`src/rtl/uart_rx.sv`:
```
// UART receiver: 2-flop input synchroniser, centre sampling, LSB-first payload, one stop bit.
// Presents each good word with a one-cycle valid pulse, or a one-cycle framing-error pulse.
module uart_rx #(
    parameter int BIT_RATE     = 115200,
    parameter int CLK_FREQ     = 10_000_000,
    parameter int PAYLOAD_BITS = 8
) (
    input  logic                    clk,
    input  logic                    reset_n,
    input  logic                    i_serial_data,
    output logic [PAYLOAD_BITS-1:0] o_rx_data,
    output logic                    o_rx_valid,
    output logic                    o_frame_err,
    output logic                    o_rx_busy
);

    localparam int CLKS_PER_BIT = CLK_FREQ / BIT_RATE;
    localparam int HALF_BIT     = CLKS_PER_BIT / 2;
    localparam int CW           = $clog2(CLKS_PER_BIT) + 1;
    localparam int BW           = $clog2(PAYLOAD_BITS) + 1;

    localparam logic [CW-1:0] HALF_LAST = CW'(HALF_BIT - 1);
    localparam logic [CW-1:0] BIT_LAST  = CW'(CLKS_PER_BIT - 1);
    localparam logic [BW-1:0] DATA_LAST = BW'(PAYLOAD_BITS - 1);

    typedef enum logic [2:0] {
        IDLE,
        START_BIT,
        DATA_BITS,
        STOP_BIT,
        BREAK_WAIT
    } state_t;

    state_t                  state;
    state_t                  next_state;

    logic                    rx_meta;
    logic                    rx_s;

    logic [CW-1:0]           clk_cnt;
    logic [CW-1:0]           clk_cnt_next;
    logic [BW-1:0]           bit_cnt;
    logic [BW-1:0]           bit_cnt_next;
    logic [PAYLOAD_BITS-1:0] shift_reg;
    logic [PAYLOAD_BITS-1:0] shift_next;

    logic                    half_done;
    logic                    bit_done;
    logic                    valid_next;
    logic                    err_next;

    assign half_done = (clk_cnt == HALF_LAST);
    assign bit_done  = (clk_cnt == BIT_LAST);

    // The line idles high, so both stages reset high to avoid a false start after reset.
    always_ff @(posedge clk or negedge reset_n) begin
        if (!reset_n) begin
            rx_meta <= 1'b1;
            rx_s    <= 1'b1;
        end else begin
            rx_meta <= i_serial_data;
            rx_s    <= rx_meta;
        end
    end

    always_ff @(posedge clk or negedge reset_n) begin
        if (!reset_n) begin
            state <= IDLE;
        end else begin
            state <= next_state;
        end
    end

    always_comb begin
        next_state = state;
        unique case (state)
            IDLE: begin
                if (!rx_s) begin
                    next_state = START_BIT;
                end
            end
            START_BIT: begin
                if (half_done) begin
                    next_state = rx_s ? IDLE : DATA_BITS;
                end
            end
            DATA_BITS: begin
                if (bit_done && (bit_cnt == DATA_LAST)) begin
                    next_state = STOP_BIT;
                end
            end
            STOP_BIT: begin
                if (bit_done) begin
                    next_state = rx_s ? IDLE : BREAK_WAIT;
                end
            end
            BREAK_WAIT: begin
                if (rx_s) begin
                    next_state = IDLE;
                end
            end
            default: next_state = IDLE;
        endcase
    end

    // Leaving STOP_BIT at its mid-point gives the next start bit at least HALF_BIT of margin.
    always_comb begin
        clk_cnt_next = '0;
        bit_cnt_next = '0;
        shift_next   = shift_reg;
        valid_next   = 1'b0;
        err_next     = 1'b0;
        unique case (state)
            IDLE: begin
                clk_cnt_next = '0;
                bit_cnt_next = '0;
            end
            START_BIT: begin
                clk_cnt_next = half_done ? '0 : clk_cnt + 1'b1;
            end
            DATA_BITS: begin
                bit_cnt_next = bit_cnt;
                if (bit_done) begin
                    clk_cnt_next = '0;
                    bit_cnt_next = bit_cnt + 1'b1;
                    shift_next   = {rx_s, shift_reg[PAYLOAD_BITS-1:1]};
                end else begin
                    clk_cnt_next = clk_cnt + 1'b1;
                end
            end
            STOP_BIT: begin
                if (bit_done) begin
                    clk_cnt_next = '0;
                    valid_next   = rx_s;
                    err_next     = !rx_s;
                end else begin
                    clk_cnt_next = clk_cnt + 1'b1;
                end
            end
            BREAK_WAIT: begin
                clk_cnt_next = '0;
            end
            default: begin
                clk_cnt_next = '0;
                bit_cnt_next = '0;
            end
        endcase
    end

    always_ff @(posedge clk or negedge reset_n) begin
        if (!reset_n) begin
            clk_cnt     <= '0;
            bit_cnt     <= '0;
            shift_reg   <= '0;
            o_rx_data   <= '0;
            o_rx_valid  <= 1'b0;
            o_frame_err <= 1'b0;
            o_rx_busy   <= 1'b0;
        end else begin
            clk_cnt     <= clk_cnt_next;
            bit_cnt     <= bit_cnt_next;
            shift_reg   <= shift_next;
            o_rx_valid  <= valid_next;
            o_frame_err <= err_next;
            o_rx_busy   <= (state != IDLE);
            if (valid_next) begin
                o_rx_data <= shift_reg;
            end
        end
    end

endmodule

```
`config.mk`:
```
export PLATFORM = sky130hd
export DESIGN_NAME = uart_rx
export DESIGN_NICKNAME = d
export VERILOG_FILES = /design/src/rtl/uart_rx.sv
export SDC_FILE = /design/constraint.sdc
export NUM_CORES = 1
export LEC_CHECK = 0
export BUFFER_PORTS_ARGS = -buffer_cell sky130_fd_sc_hd__buf_2
export CAP_MARGIN = 20
export CORE_ASPECT_RATIO = 0.9
export CORE_MARGIN = 5
export CORE_UTILIZATION = 57
export DETAILED_ROUTE_END_ITERATION = 7
export PLACE_DENSITY_LB_ADDON = 0.2
export SYNTH_ARGS = -nofsm -noshare
export SYNTH_HDL_FRONTEND = slang
export SYNTH_SLANG_ARGS = --single-unit
```
`constraint.sdc`:
```
create_clock -name clk -period 2.55 [get_ports clk]
set_clock_uncertainty 0.2 [all_clocks]
set_input_delay 0 -clock clk [delete_from_list [all_inputs] [get_ports clk]]
set_output_delay 0 -clock clk [all_outputs]
set_load 0.01 [all_outputs]
```
==> run_results.csv, run 1 <==
group,metric,value,unit
status,status,"finished, final reports clean",
sta,fin_tns_setup,0,ps
final_layout,layout.nets,145,
die,start_util,58.3,%
final_layout,layout_commonest_cell,"dfrtp_1",
route,firstDrtPassIters,2,
die,num_rows,18,
yosys,syn_avg_cell_area,13.2,µm²
power_and_ir_drop,p_leak,0.877,nW
cts,cts_made_buffers,5,
yosys,ys_seq_area_share,57.3,%
final_layout,final_util,63.7,%
sta,tightest_slew,768,ps
yosys,synth-async-reset-ratio,100,%
place,place_congestion,0.767,
cts,clock_latency,340,ps
yosys,synthCells,119,
cts,clock-sinks,36,
worst_setup_path,critical_path.endpoint_type,"flop",
final_layout,diodes,0,
route,drtAntennaViolNets,0,
final_layout,final_cell_mix,"34 x dfrtp_1, 16 x nor2_1, 13 x buf_2",
die,die_y,59.9,µm
yosys,synth_flop_cell,"dfrtp_1",
place,portBuffers,13,
die,core_area,0.00270,mm²
route,drc,0,
yosys,syn_nets,126,
yosys,synth_warnings,0,
die,die_area,0.00392,mm²
place,place_ws,545,ps
cts,cts.clk_slew.worst_paths,110,ps
place,placed_cell_area,0.00164,mm²
final_layout,multiInputGateArea,623,µm²
worst_setup_path,r2r_cells,6,
sta,setup_violations,0,
cts,tritoncts,"yes",
yosys,syn_area,0.00158,mm²
yosys,synth_seq_cells,36,
final_layout,fillers,221,
worst_setup_path,crit_type,"reg2reg",
worst_setup_path,cpPeakStageDelay,450,ps
place,dp_hpwl,1650,µm
cts,cts_buffer_depth,2,
worst_setup_path,slowest_stage,"dfrtp_1",
grt,antenna_found_initial,0,
flow_run,max_cap_violations,0,
min_path,min_path_type,"in2async",
route,drt_iter0_drc,38,
grt,grt_pass1_wl,4100,µm
sta,whs,57.8,ps
die,ios,14,
sta,max_freq,493,MHz
grt,grt_pass1_vias,910,
final_layout,drive_above_1_share,31.7,%
sta,rsz0062_at_grt,"false",
sta,hold_viol,0,
yosys,yosys.cell_types.count,28,
worst_setup_path,startpoint_type,"flop",
grt,grt_use_total,14.3,%
power_and_ir_drop,ir_drop,0.370,mV
route,routed_wl,2410,µm
grt,grt_overflow_total,0,
final_layout,area_growth,9.21,%
route,vias,912,
cts,cts.repair.resized,0,
worst_setup_path,required,2580,ps
cts,cts_root_buf,"clkbuf_4",
power_and_ir_drop,powerDensity,558,mW/mm²
worst_setup_path,path_max_fanout,9,
final_layout,final_area,0.00172,mm²
final_layout,final-seq-area,903,µm²
sta,min_period,2030,ps
route,via_per_inst,5.40,
route,wl_per_cell,14.3,µm
yosys,synth_edf_count,0,
sta,layout_setup_ws,523,ps
sta,drv_slew,0,
sta,slew_headroom,48.8,%
sta,fin_crit_sh,79.5,%
worst_setup_path,critPathArrivalTime,2060,ps
grt,grt_max_degree,37,
cts,htreeDepth,2,
die,fp.dieW,65.4,µm
worst_setup_path,path_cells,"inv_1 > ha_1 > and3b_4 > and2_4 > and3_4 > mux2_4",
==> metal layers <==
| metal | vias to the layer above | wire [µm] | track usage (%) |
|---|---|---|---|
| met4 | 0 | 31 | 5.33 |
| met1 | 449 | 1190 | 19.2 |
| met2 | 14 | 1090 | 20.5 |
| li1 | 444 | - | - |
| met5 | - | 0 | 0 |
| met3 | 5 | 103 | 6.39 |
==> per-stage QoR <==
| stage | std cells | total power, mW |
|---|---|---|
| 2_1_floorplan | 119 | 0.651 |
| 3_3_place_gp | 159 | 0.671 |
| 3_5_place_dp | 159 | 0.674 |
| 4_1_cts | 169 | 0.974 |
| 5_1_grt | 169 | 1.01 |
| 6_report | 169 | 0.960 |
==> report_power, final <==
| part | leakage [nW] | switching (mW) | internal (mW) |
|---|---|---|---|
| sequential | 0.487 | 0.0168 | 0.585 |
| combinational | 0.355 | 0.0402 | 0.0224 |
| clock | 0.0349 | 0.189 | 0.106 |
==> worst max-delay path: cells and delay by family (launching register included) <==
| kind | cells | cell delay [ps] |
|---|---|---|
| flip-flops | 1 | 450 |
| adder cells (fa/ha/maj) | 1 | 140 |
| multiplexers | 1 | 320 |
| buffers and inverters | 1 | 80 |
| AND/OR/NAND/NOR | 3 | 740 |
==> cell usage after synthesis, types with 2 or more instances <==
library cell / number / area share [%]
dfrtp_1: 34 / 54
nor2_1: 16 / 3.8
mux2_2: 8 / 5.7
mux2_4: 8 / 7.6
nand3_1: 8 / 2.5
xor2_1: 7 / 3.9
ha_1: 4 / 3.2
inv_1: 4 / 0.95
and3_1: 3 / 1.2
buf_6: 3 / 2.1
nand2_1: 3 / 0.71
a31oi_1: 2 / 0.79
dfstp_2: 2 / 3.3
mux2i_1: 2 / 1.3
xnor2_1: 2 / 1.1
==> layout make-up <==
| cell class | instances | area share [%] |
|---|---|---|
| inverter | 4 | 0.873 |
| timing repair buffer | 15 | 4.95 |
| clock inverter | 3 | 1.09 |
| clock buffer | 5 | 2.18 |
| sequential | 36 | 52.5 |
| multi-input combinational | 76 | 36.2 |
| tap | 30 | 2.18 |
==> what timing repair did <==
action                                 4_1_cts  5_1_grt
setup buffers                                0        0
endpoints found under the hold margin       37        0
hold buffers                                 2        0
==> cell families after synthesis <==
logic type               synth area share (%)
flip-flops                               57.3
AND/OR/NAND/NOR                          14.1
adder cells (fa/ha/maj)                  3.18
buffers and inverters                    3.10
XOR/XNOR                                 5.00
AO/OA/AOI/OAI                            2.70
multiplexers                             14.6
==> path summary, 6_finish.rpt <==
kind | startpoint | endpoint | slack, ps
min | reset_n | clk_cnt[2] | 60
max | clk_cnt[1] | o_rx_data[4] | 520
max in group asynchronous | reset_n | bit_cnt[2] | 1590
max reg2reg | clk_cnt[1] | o_rx_data[4] | 520
min reg2reg | rx_meta | rx_s | 160
min in group clk | i_serial_data | rx_meta | 90
No activity file was read; power rests on OpenSTA's default activity.
==> run 2, diff against run 1 <==
--- a/config.mk
+++ b/config.mk
@@ -5,11 +5,12 @@
 export SDC_FILE = /design/constraint.sdc
 export NUM_CORES = 1
 export LEC_CHECK = 0
+export ABC_AREA = 1
 export BUFFER_PORTS_ARGS = -buffer_cell sky130_fd_sc_hd__buf_2
 export CAP_MARGIN = 20
 export CORE_ASPECT_RATIO = 0.9
 export CORE_MARGIN = 5
-export CORE_UTILIZATION = 57
+export CORE_UTILIZATION = 52
 export DETAILED_ROUTE_END_ITERATION = 7
 export PLACE_DENSITY_LB_ADDON = 0.2
 export SYNTH_ARGS = -nofsm -noshare
==> constraint.sdc (replaced) <==
create_clock -name clk -period 1.62 [get_ports clk]
set_clock_uncertainty 0.2 [all_clocks]
set_input_delay 0 -clock clk [delete_from_list [all_inputs] [get_ports clk]]
set_output_delay 0 -clock clk [all_outputs]
set_load 0.01 [all_outputs]
==> run 2 against run 1 <==
Net effect: sequential power rose by 74%; wire length is 36% higher; synthesized cell count rose by 63%; cell count is 66% higher; the flow now finishes with violations (setup timing); register-to-register slack got worse by 550 ps; non-clock buffer count grew 22; final area is 22% higher; core utilization rose by 4.9 points; sequential cell count stayed put; via count rose by 50%.
==> run_results.csv, run 2 <==
group,metric,value,unit
flow_run,max_cap_violations,0,
yosys,synth-compound-area-share,4.36,%
final_layout,drive_above_1_share,27.7,%
power_and_ir_drop,seqPwrFrac,42.5,%
yosys,syn_nets,201,
die,start_util,54.2,%
die,ios,14,
final_layout,layout_commonest_cell,"nand2_1",
sta,drv_slew,0,
sta,layout_setup_ws,-27.1,ps
yosys,synth_xor_area_share,2.63,%
route,drt_iter0_drc,118,
grt,grtUsageMet1,20.8,%
worst_setup_path,path_cells,"inv_1 > ha_2 > nand2_2 > nor2_4 > nand2_4 > buf_12 > nor3_4 > nand2_1 > o21ai_1",
die,num_rows,19,
yosys,synth_area_leaders,"dfrtp_1 51%, nand2_1 12%, inv_1 5.2%, nand3_1 5.1%, nor2_1 5.0%",
place,place_congestion,0.823,
yosys,yosysMostFrequentCell,"nand2_1",
sta,hold_viol,0,
place,dp_hpwl,2180,µm
route,vias,1368,
place,placed_cell_area,0.00188,mm²
sta,max_freq,607,MHz
yosys,yosysTopAreaCell,"dfrtp_1",
final_layout,final_area,0.00210,mm²
cts,cts_made_buffers,5,
route,via_per_inst,4.89,
route,drtAntennaViolNets,0,
sta,setup_violations,8,
power_and_ir_drop,clkPwrFrac,19.7,%
route,drc,0,
yosys,synth_warnings,0,
worst_setup_path,required,1680,ps
grt,grt_overflow_total,0,
power_and_ir_drop,ir_drop,0.634,mV
route,routed_wl,3290,µm
yosys,synth_top_family_by_area,"simple AND/OR/NAND/NOR gates",
yosys,synth_flop_cell,"dfrtp_1",
final_layout,final_cell_mix,"50 x nand2_1, 34 x dfrtp_1, 21 x nor2_1",
worst_setup_path,critPathArrivalTime,1700,ps
place,portBuffers,13,
yosys,ys_seq_area_share,54.3,%
final_layout,diodes,0,
yosys,syn_area,0.00166,mm²
power_and_ir_drop,p_comb_share,37.8,%
yosys,synth_fa_ha_area_share,3.01,%
route,firstDrtPassIters,4,
cts,htreeDepth,2,
power_and_ir_drop,powerDensity,1180,mW/mm²
final_layout,fillers,250,
cts,clock-sinks,36,
worst_setup_path,critPathLaunch,"clk_cnt[1]",
worst_setup_path,cpPeakStageDelay,390,ps
cts,cts_root_buf,"clkbuf_4",
worst_setup_path,critical_path.endpoint_type,"flop",
sta,rsz0062_at_grt,"true",
sta,fin_tns_setup,-170,ps
yosys,syn_avg_cell_area,8.57,µm²
route,wl_per_cell,11.7,µm
cts,clock_latency,330,ps
status,status,"finished with violations",
sta,slew_headroom,71.5,%
yosys,synth_top_area_share,51.2,%
yosys,yosys.cell_types.count,24,
cts,cts.clk_slew.worst_paths,100,ps
grt,grt_use_total,16.5,%
grt,grt_use_met3,5.09,%
sta,fin_crit_sh,102,%
yosys,synth_seq_cells,36,
die,fp.dieW,69.6,µm
final_layout,area_growth,26.4,%
grt,grt_pass1_wl,5890,µm
yosys,synth-async-reset-ratio,100,%
sta,min_period,1650,ps
die,die_area,0.00443,mm²
worst_setup_path,worstReg2RegStart,"clk_cnt[1]",
die,core_area,0.00307,mm²
yosys,synthCells,194,
worst_setup_path,path_max_fanout,5,
final_layout,layout.nets,244,
yosys,synth.area.mux_share,0,%
yosys,synth_edf_count,0,
worst_setup_path,crit_type,"reg2reg",
cts,tritoncts,"yes",
min_path,min_path_type,"in2async",
power_and_ir_drop,p_sw_share,36.5,%
sta,tightest_slew,428,ps
yosys,synthTopCellsByCount,"54 x nand2_1, 34 x dfrtp_1, 23 x inv_1",
power_and_ir_drop,power.switching,902,µW
power_and_ir_drop,p_int,1.57,mW
grt,met2_usage,27.1,%
grt,grt.busiest_layer,"met2",
grt,grt_pass1_vias,1323,
worst_setup_path,startpoint_type,"flop",
worst_setup_path,slowest_stage,"dfrtp_1",
status,violations,"setup timing",
cts,cts_buffer_depth,2,
grt,grt_max_degree,37,
die,die_y,63.6,µm
yosys,synth_simple_gate_area_share,28.8,%
grt,antenna_found_initial,0,
power_and_ir_drop,p_leak,1.09,nW
run 2: cell types whose count changed after synthesis, moves of 3 or more:
cell     delta
nand2_1    +51
inv_1      +19
nand3_1     +9
mux2_2      -8
mux2_4      -8
o21ai_1     +8
nor2_1      +6
and3_1      -3
nand2_2     +3
nand4_1     +3
o21ai_0     +3
xor2_1      -3
run 2: routing by layer:
layer  wire length, µm  up-vias  part of all wire [%]
li1                  -      695                     -
met1              1470      633                    45
met2              1600       35                    49
met3               187        5                   5.7
met4                34        0                   1.0
met5                 0        -                     0
run 2: path summary, 6_finish.rpt:
kind / end / slack (ps) / cells after the start
worst min-delay path: clk_cnt[1] / 20 / 3
min in group clk: rx_meta / 110 / 2
worst min register to register: rx_s / 160 / 0
worst max-delay path: o_rx_data[6] / -30 / 9
worst max register to register: o_rx_data[6] / -30 / 9
max in group asynchronous: rx_s / 870 / 3
run 2: cell type report:
| cell class | instances | area, µm² | area share [%] |
|---|---|---|---|
| well taps | 42 | 52.6 | 2.50 |
| clock buffers | 8 | 58.8 | 2.80 |
| flip-flops and latches | 36 | 903 | 43.0 |
| multi-input cells | 131 | 709 | 33.7 |
| inverters | 26 | 104 | 4.94 |
| repair buffers | 37 | 274 | 13.0 |
run 2: worst max-delay path: cells and delay by family, from the launching register on:
kind                       cells  cell delay, ps
adders and majority gates      1             160
and+or+nand+nor                5             540
DFF                            1             390
buffers and inverters          2             200
AOI/OAI and AO/OA              1              80
run 2: logic make-up (layout without fill, tap and decap cells):
family / after synthesis / after routing
adder cells (fa/ha/maj): 4 / 4
AND/OR/NAND/NOR: 107 / 108
AO/OA/AOI/OAI: 14 / 14
buffers and inverters: 28 / 71
flip-flops: 36 / 36
XOR/XNOR: 5 / 5
run 2: power groups by stage:
stage | Combinational (mW) | Sequential, mW | Clock, mW
2_1_floorplan | 0.452 | 1.07 | 0
6_report | 0.933 | 1.05 | 0.487
3_5_place_dp | 0.730 | 1.06 | 0
3_3_place_gp | 0.693 | 1.06 | 0
5_1_grt | 1.04 | 1.06 | 0.549
4_1_cts | 0.798 | 1.05 | 0.498
run 2: what timing repair did:
| item | CTS | global route |
|---|---|---|
| cloned | 1 | 0 |
| hold buffers | 2 | 0 |
| resized for setup | 7 | 13 |
| endpoints found under the hold margin | 37 | 0 |
| endpoints found under the setup margin | 18 | 32 |
| pin swaps | 7 | 11 |
| buffers inserted | 4 | 5 |
run 2: stage by stage:
stage / hold slack (ps) / total power [mW] / cells / worst slack [ps] / utilization [%]
4_1_cts: 25.4 / 2.34 / 276 / -71.4 / 65.8
3_5_place_dp: -143 / 1.79 / 261 / -74.6 / 61.4
5_1_grt: 73.5 / 2.65 / 280 / -133 / 68.5
2_1_floorplan: -496 / 1.52 / 194 / 67.2 / -
3_3_place_gp: -149 / 1.75 / 261 / -13.8 / 61.4
6_report: 22.3 / 2.47 / 280 / -27.1 / 68.5
